File: src/rtl/calc_pkg.sv
// Shared types and constants for the calc port responder.
// Command/response codes, FSM states, data width.
package calc_pkg;

  localparam int DATA_W = 32;

  typedef enum logic [3:0] {
    CMD_NOP = 4'd0,
    CMD_ADD = 4'd1,
    CMD_SUB = 4'd2,
    CMD_SHL = 4'd5,
    CMD_SHR = 4'd6
  } cmd_e;

  typedef enum logic [1:0] {
    RESP_NONE = 2'd0,
    RESP_OK   = 2'd1,
    RESP_ERR  = 2'd2
  } resp_e;

  typedef enum logic [1:0] {
    S_IDLE    = 2'd0,
    S_GET_OP2 = 2'd1,
    S_RESP    = 2'd2
  } state_e;

  // True for commands that take two operands.
  function automatic logic cmd_valid(
    input logic [3:0] cmd,
    input logic       en_shift
  );
    logic ok;
    ok = 1'b0;
    unique case (cmd)
      CMD_ADD, CMD_SUB: ok = 1'b1;
      CMD_SHL, CMD_SHR: ok = en_shift;
      default:          ok = 1'b0;
    endcase
    return ok;
  endfunction

endpackage

File: src/rtl/calc_alu.sv
// Combinational datapath for the calc port responder.
// Add/sub flag carry and borrow; shifts never error.
module calc_alu
  import calc_pkg::*;
#(
  parameter bit ENABLE_SHIFT = 1'b1
) (
  input  logic [3:0]        cmd,
  input  logic [DATA_W-1:0] op1,
  input  logic [DATA_W-1:0] op2,
  output resp_e             resp,
  output logic [DATA_W-1:0] data
);

  logic [DATA_W:0] sum;
  logic [4:0]      shamt;

  assign sum   = {1'b0, op1} + {1'b0, op2};
  assign shamt = op2[4:0];

  // Select the result and response for the captured command.
  always_comb begin
    resp = RESP_ERR;
    data = '0;
    if (cmd_valid(cmd, ENABLE_SHIFT)) begin
      unique case (cmd)
        CMD_ADD: begin
          if (!sum[DATA_W]) begin
            resp = RESP_OK;
            data = sum[DATA_W-1:0];
          end
        end
        CMD_SUB: begin
          if (op1 >= op2) begin
            resp = RESP_OK;
            data = op1 - op2;
          end
        end
        CMD_SHL: begin
          resp = RESP_OK;
          data = op1 << shamt;
        end
        CMD_SHR: begin
          resp = RESP_OK;
          data = op1 >> shamt;
        end
        default: begin
          resp = RESP_ERR;
          data = '0;
        end
      endcase
    end
  end

endmodule

File: src/rtl/calc_port_responder.sv
// Two-operand command responder with one-cycle response.
// Invalid commands answer immediately, valid ones after op2.
module calc_port_responder
  import calc_pkg::*;
#(
  parameter bit ENABLE_SHIFT = 1'b1
) (
  input  logic        c_clk,
  input  logic        reset,
  input  logic [0:3]  req_cmd_in,
  input  logic [0:31] req_data_in,
  output logic [0:1]  out_resp,
  output logic [0:31] out_data
);

  logic [3:0]        cmd_in;
  logic [DATA_W-1:0] din;

  assign cmd_in = req_cmd_in;
  assign din    = req_data_in;

  state_e            state_q, state_d;
  logic [3:0]        cmd_q, cmd_d;
  logic [DATA_W-1:0] op1_q, op1_d;
  logic [DATA_W-1:0] op2_q, op2_d;
  resp_e             resp_q, resp_d;
  logic [DATA_W-1:0] data_q, data_d;

  resp_e             alu_resp;
  logic [DATA_W-1:0] alu_data;

  calc_alu #(
    .ENABLE_SHIFT(ENABLE_SHIFT)
  ) u_alu (
    .cmd  (cmd_q),
    .op1  (op1_q),
    .op2  (din),
    .resp (alu_resp),
    .data (alu_data)
  );

  // State and captured operands; reset aborts any transaction.
  always_ff @(posedge c_clk or posedge reset) begin
    if (reset) begin
      state_q <= S_IDLE;
      cmd_q   <= '0;
      op1_q   <= '0;
      op2_q   <= '0;
      resp_q  <= RESP_NONE;
      data_q  <= '0;
    end else begin
      state_q <= state_d;
      cmd_q   <= cmd_d;
      op1_q   <= op1_d;
      op2_q   <= op2_d;
      resp_q  <= resp_d;
      data_q  <= data_d;
    end
  end

  // Next state; RESP also accepts a new command edge.
  always_comb begin
    state_d = state_q;
    cmd_d   = cmd_q;
    op1_d   = op1_q;
    op2_d   = op2_q;
    resp_d  = RESP_NONE;
    data_d  = '0;
    unique case (state_q)
      S_GET_OP2: begin
        op2_d   = din;
        resp_d  = alu_resp;
        data_d  = alu_data;
        state_d = S_RESP;
      end
      default: begin
        if (cmd_in == CMD_NOP) begin
          state_d = S_IDLE;
        end else if (cmd_valid(cmd_in, ENABLE_SHIFT)) begin
          cmd_d   = cmd_in;
          op1_d   = din;
          state_d = S_GET_OP2;
        end else begin
          resp_d  = RESP_ERR;
          state_d = S_RESP;
        end
      end
    endcase
  end

  assign out_resp = resp_q;
  assign out_data = data_q;

endmodule

File: config.mk
export PLATFORM = sky130hd
export DESIGN_NAME = calc_port_responder
export DESIGN_NICKNAME = d
export VERILOG_FILES = /design/src/rtl/calc_pkg.sv /design/src/rtl/calc_alu.sv /design/src/rtl/calc_port_responder.sv
export SDC_FILE = /design/constraint.sdc
export NUM_CORES = 1
export LEC_CHECK = 0
export ABC_CLOCK_PERIOD_IN_PS = 3500
export CORE_ASPECT_RATIO = 0.5
export CORE_MARGIN = 3
export CORE_UTILIZATION = 30
export DETAILED_ROUTE_END_ITERATION = 10
export PLACE_DENSITY_LB_ADDON = 0.12
export REMOVE_ABC_BUFFERS = 1
export SYNTH_ARGS = -nofsm -noshare
export SYNTH_HDL_FRONTEND = slang
export SYNTH_SLANG_ARGS = --single-unit
File: constraint.sdc
create_clock -name c_clk -period 3.5 [get_ports c_clk]
set_input_delay 0.875 -clock c_clk [delete_from_list [all_inputs] [get_ports c_clk]]
set_output_delay 0.875 -clock c_clk [all_outputs]
set_load 0.005 [all_outputs]
==> metrics <==
Antenna Cells=0; Via Count=11,300; Post-synth EDFFs=0; Setup-failing EPs final=0; initial antenna violation count=1; Final period util=0.980; CP max FO=5; Final Critical Period=3.43 ns; H-tree levels=3; static leakage=roughly 6.3 nW; first-pass GRT wire length=~68,000 µm; area grow syn2layout=49.9%; crit path from=req_data_in[11]; final non-filler cell total=2,012; vias per cell=roughly 5.6; fin util=0.465; Min-Delay Path Class=register to register; RSZ-0062 raised after global routing=yes; 1st-pass router iterations=7; Avg WL per Cell=22.4 µm; initial drt markers=between 1,000 and 1,500; vias in the first global route=around 11,000; relative slew slack=0.366; clock skew=around 0.013 ns; post-synthesis instance area=0.00957 mm²; Final Hold Vio Count=0; Setup crit end kind=register; core area=0.0309 mm²; Die Width=around 260 µm; ys async rst share=1.00; layout cell share with drive strength beyond 1=0.366; Critical Path AT=3.67 ns; NumNets Final=roughly 1,700; Placed Cells=a little under 2,000; pwr dens=~500 mW/mm²; crit start category=input pin; Longest Clk Path Bufs=2; WP data required=about 3.7 ns; Syn Area/Cell=between 7 and 8 µm²; Synth Register Bits=between 70 and 80; routability cong.=0.937; worst reg2reg path startpoint=op1_q[0]$_DFFE_PP0P_; Peak Freq=291 MHz; Slew Viols, Final=0; CTS tree=done; Congestion Overflow GR=0; Mapped Cells=approximately 1,200; worst skew pair latency=between 0.3 and 0.4 ns; max-cap viol count=0; ys flop type=dfrtp_1; commonest non-fill, non-tap cells in the layout=buf_4, a21oi_1, nor2_1, nand2_1, dfrtp_1; Antenna Violating Nets Remaining=0; Synthesis Warnings=0; WL final=around 45,000 µm; sequential share of the synthesized area=0.188; hold_ws=around 0.54 ns; Worst VDD drop=0.000261 V; largest net degree at the start of global routing=just over 70; worst slew pin tran=0.924 ns; Clock transition at path regs=0.07 ns; number of buffers created by CTS=9; CP Class=input pin to register; die area=~0.034 mm²; status=completed; Overall Global Routing Usage=0.259; Final Power=approximately 7.2 mW; CTS root buf=clkbuf_16; hold wc startpoint=cmd_q[0]$_DFFE_PP0P_; Die Ht=132 µm; I/O pins=slightly above 70; site row count=45; IO Port Bufs=71; number of clock sinks=72; Unique masters post-synth=between 70 and 80; DRC viols=0; commonest non-fill, non-tap cell in the layout=buf_4; dpl hpwl=35,300 µm; Initial Util=0.310
==> flip-flops by register name, indices dropped and copies added, names as in the netlist <==
signal / flops
out_data: 32
cmd_q: 4
out_resp: 2
state_q: 2
op1_q: 32
==> logic make-up after synthesis <==
kind of cell             after synthesis  share of synthesized area
multiplexers                         137                      0.174
XOR/XNOR                              22                     0.0201
AND/OR/NAND/NOR                      327                      0.158
buffers and inverters                160                     0.0670
AO/OA/AOI/OAI                        436                      0.304
flip-flops                            72                      0.188
adder cells (fa/ha/maj)               67                     0.0892
==> cell usage after synthesis (6+ instances only) <==
library cell / number / area, µm²
and3_1: 6 / 37.5
clkbuf_1: 62 / 233
buf_1: 9 / 33.8
nor2_1: 113 / 424
a221oi_1: 13 / 114
inv_1: 69 / 259
a31oi_1: 19 / 119
nor2b_1: 13 / 81.3
and2_1: 6 / 37.5
a2111oi_0: 8 / 70.1
nand2b_1: 20 / 125
nor3_1: 28 / 140
dfrtp_1: 72 / 1800
o21a_1: 6 / 45.0
o21ai_0: 63 / 315
o21ai_1: 10 / 50.1
o31ai_1: 12 / 90.1
o21bai_1: 14 / 105
nand4_1: 7 / 43.8
nand3_1: 14 / 70.1
ha_1: 65 / 813
mux2i_1: 67 / 671
buf_2: 14 / 70.1
mux2_2: 52 / 586
mux4_2: 18 / 405
nand2_1: 92 / 345
a211oi_1: 16 / 120
xnor2_1: 18 / 158
o22ai_1: 34 / 213
nor4_1: 11 / 68.8
a21oi_1: 125 / 626
a21o_1: 25 / 188
o211ai_1: 14 / 105
a22oi_1: 9 / 67.6
a221o_1: 10 / 100
==> layout make-up <==
| type | instances | area (µm²) |
|---|---|---|
| sequential | 72 | 1800 |
| timing repair buffer | 440 | 3580 |
| inverter | 72 | 275 |
| tap | 423 | 529 |
| clock inverter | 7 | 120 |
| multi-input combinational | 989 | 7810 |
| clock buffer | 9 | 225 |
| fill | 3101 | 16500 |
==> per-layer routing <==
layer	part of all wire	global-route usage
met5	0	0
met4	0.014	0.0497
met3	0.070	0.0482
met2	0.42	0.382
met1	0.49	0.391
==> path summary, 6_finish.rpt <==
check,cells after the start,end,slack [ns]
max,14,out_data[7]$_DFF_PP0_,0.07
min,1,cmd_q[0]$_DFFE_PP0P_,0.54
max reg2reg,14,out_data[24]$_DFF_PP0_,0.18
min reg2reg,1,cmd_q[0]$_DFFE_PP0P_,0.54
max in group asynchronous,3,op1_q[9]$_DFFE_PP0P_,1.87
min in group asynchronous,2,cmd_q[1]$_DFFE_PP0P_,0.87
==> report_power, final <==
| group | switching (mW) | leakage (nW) | total, mW | internal [mW] |
|---|---|---|---|---|
| sequential | 0.155 | 0.914 | 1.10 | 0.949 |
| combinational | 2.58 | 5.24 | 4.92 | 2.34 |
| clock | 0.445 | 0.166 | 1.14 | 0.698 |
| total | 3.18 | 6.32 | 7.16 | 3.99 |
==> repair_timing <==
action / CTS / global route
gates resized for setup: 122 / 59
endpoints found under the setup margin: 34 / 33
setup buffers: 14 / 7
pin swaps: 25 / 30
hold buffers: 0 / 0
==> critical path, cell delays in order <==
cell             delay [ns]
clkdlybuf4s50_1        0.49
buf_4                  0.11
inv_1                  0.03
ha_1                   0.32
buf_4                  0.18
a21o_1                 0.15
a21oi_1                0.15
buf_4                  0.16
nor3b_1                0.30
o211a_4                0.23
nor2_1                 0.07
a21o_1                 0.20
a222oi_1               0.33
nor2_1                 0.08
==> per-stage QoR <==
step	worst slack, ns	setup TNS (ns)	cell area, µm²
global placement	-0.917	-26.79	13100
CTS	0.00192	0	14000
global route	-0.0736	-0.249	14300
floorplan	-0.827	-36.37	9200
finish	0.0687	0	14300
detailed placement	-1.03	-29.46	13100
Note: power is estimated with default switching activity, not from simulation.
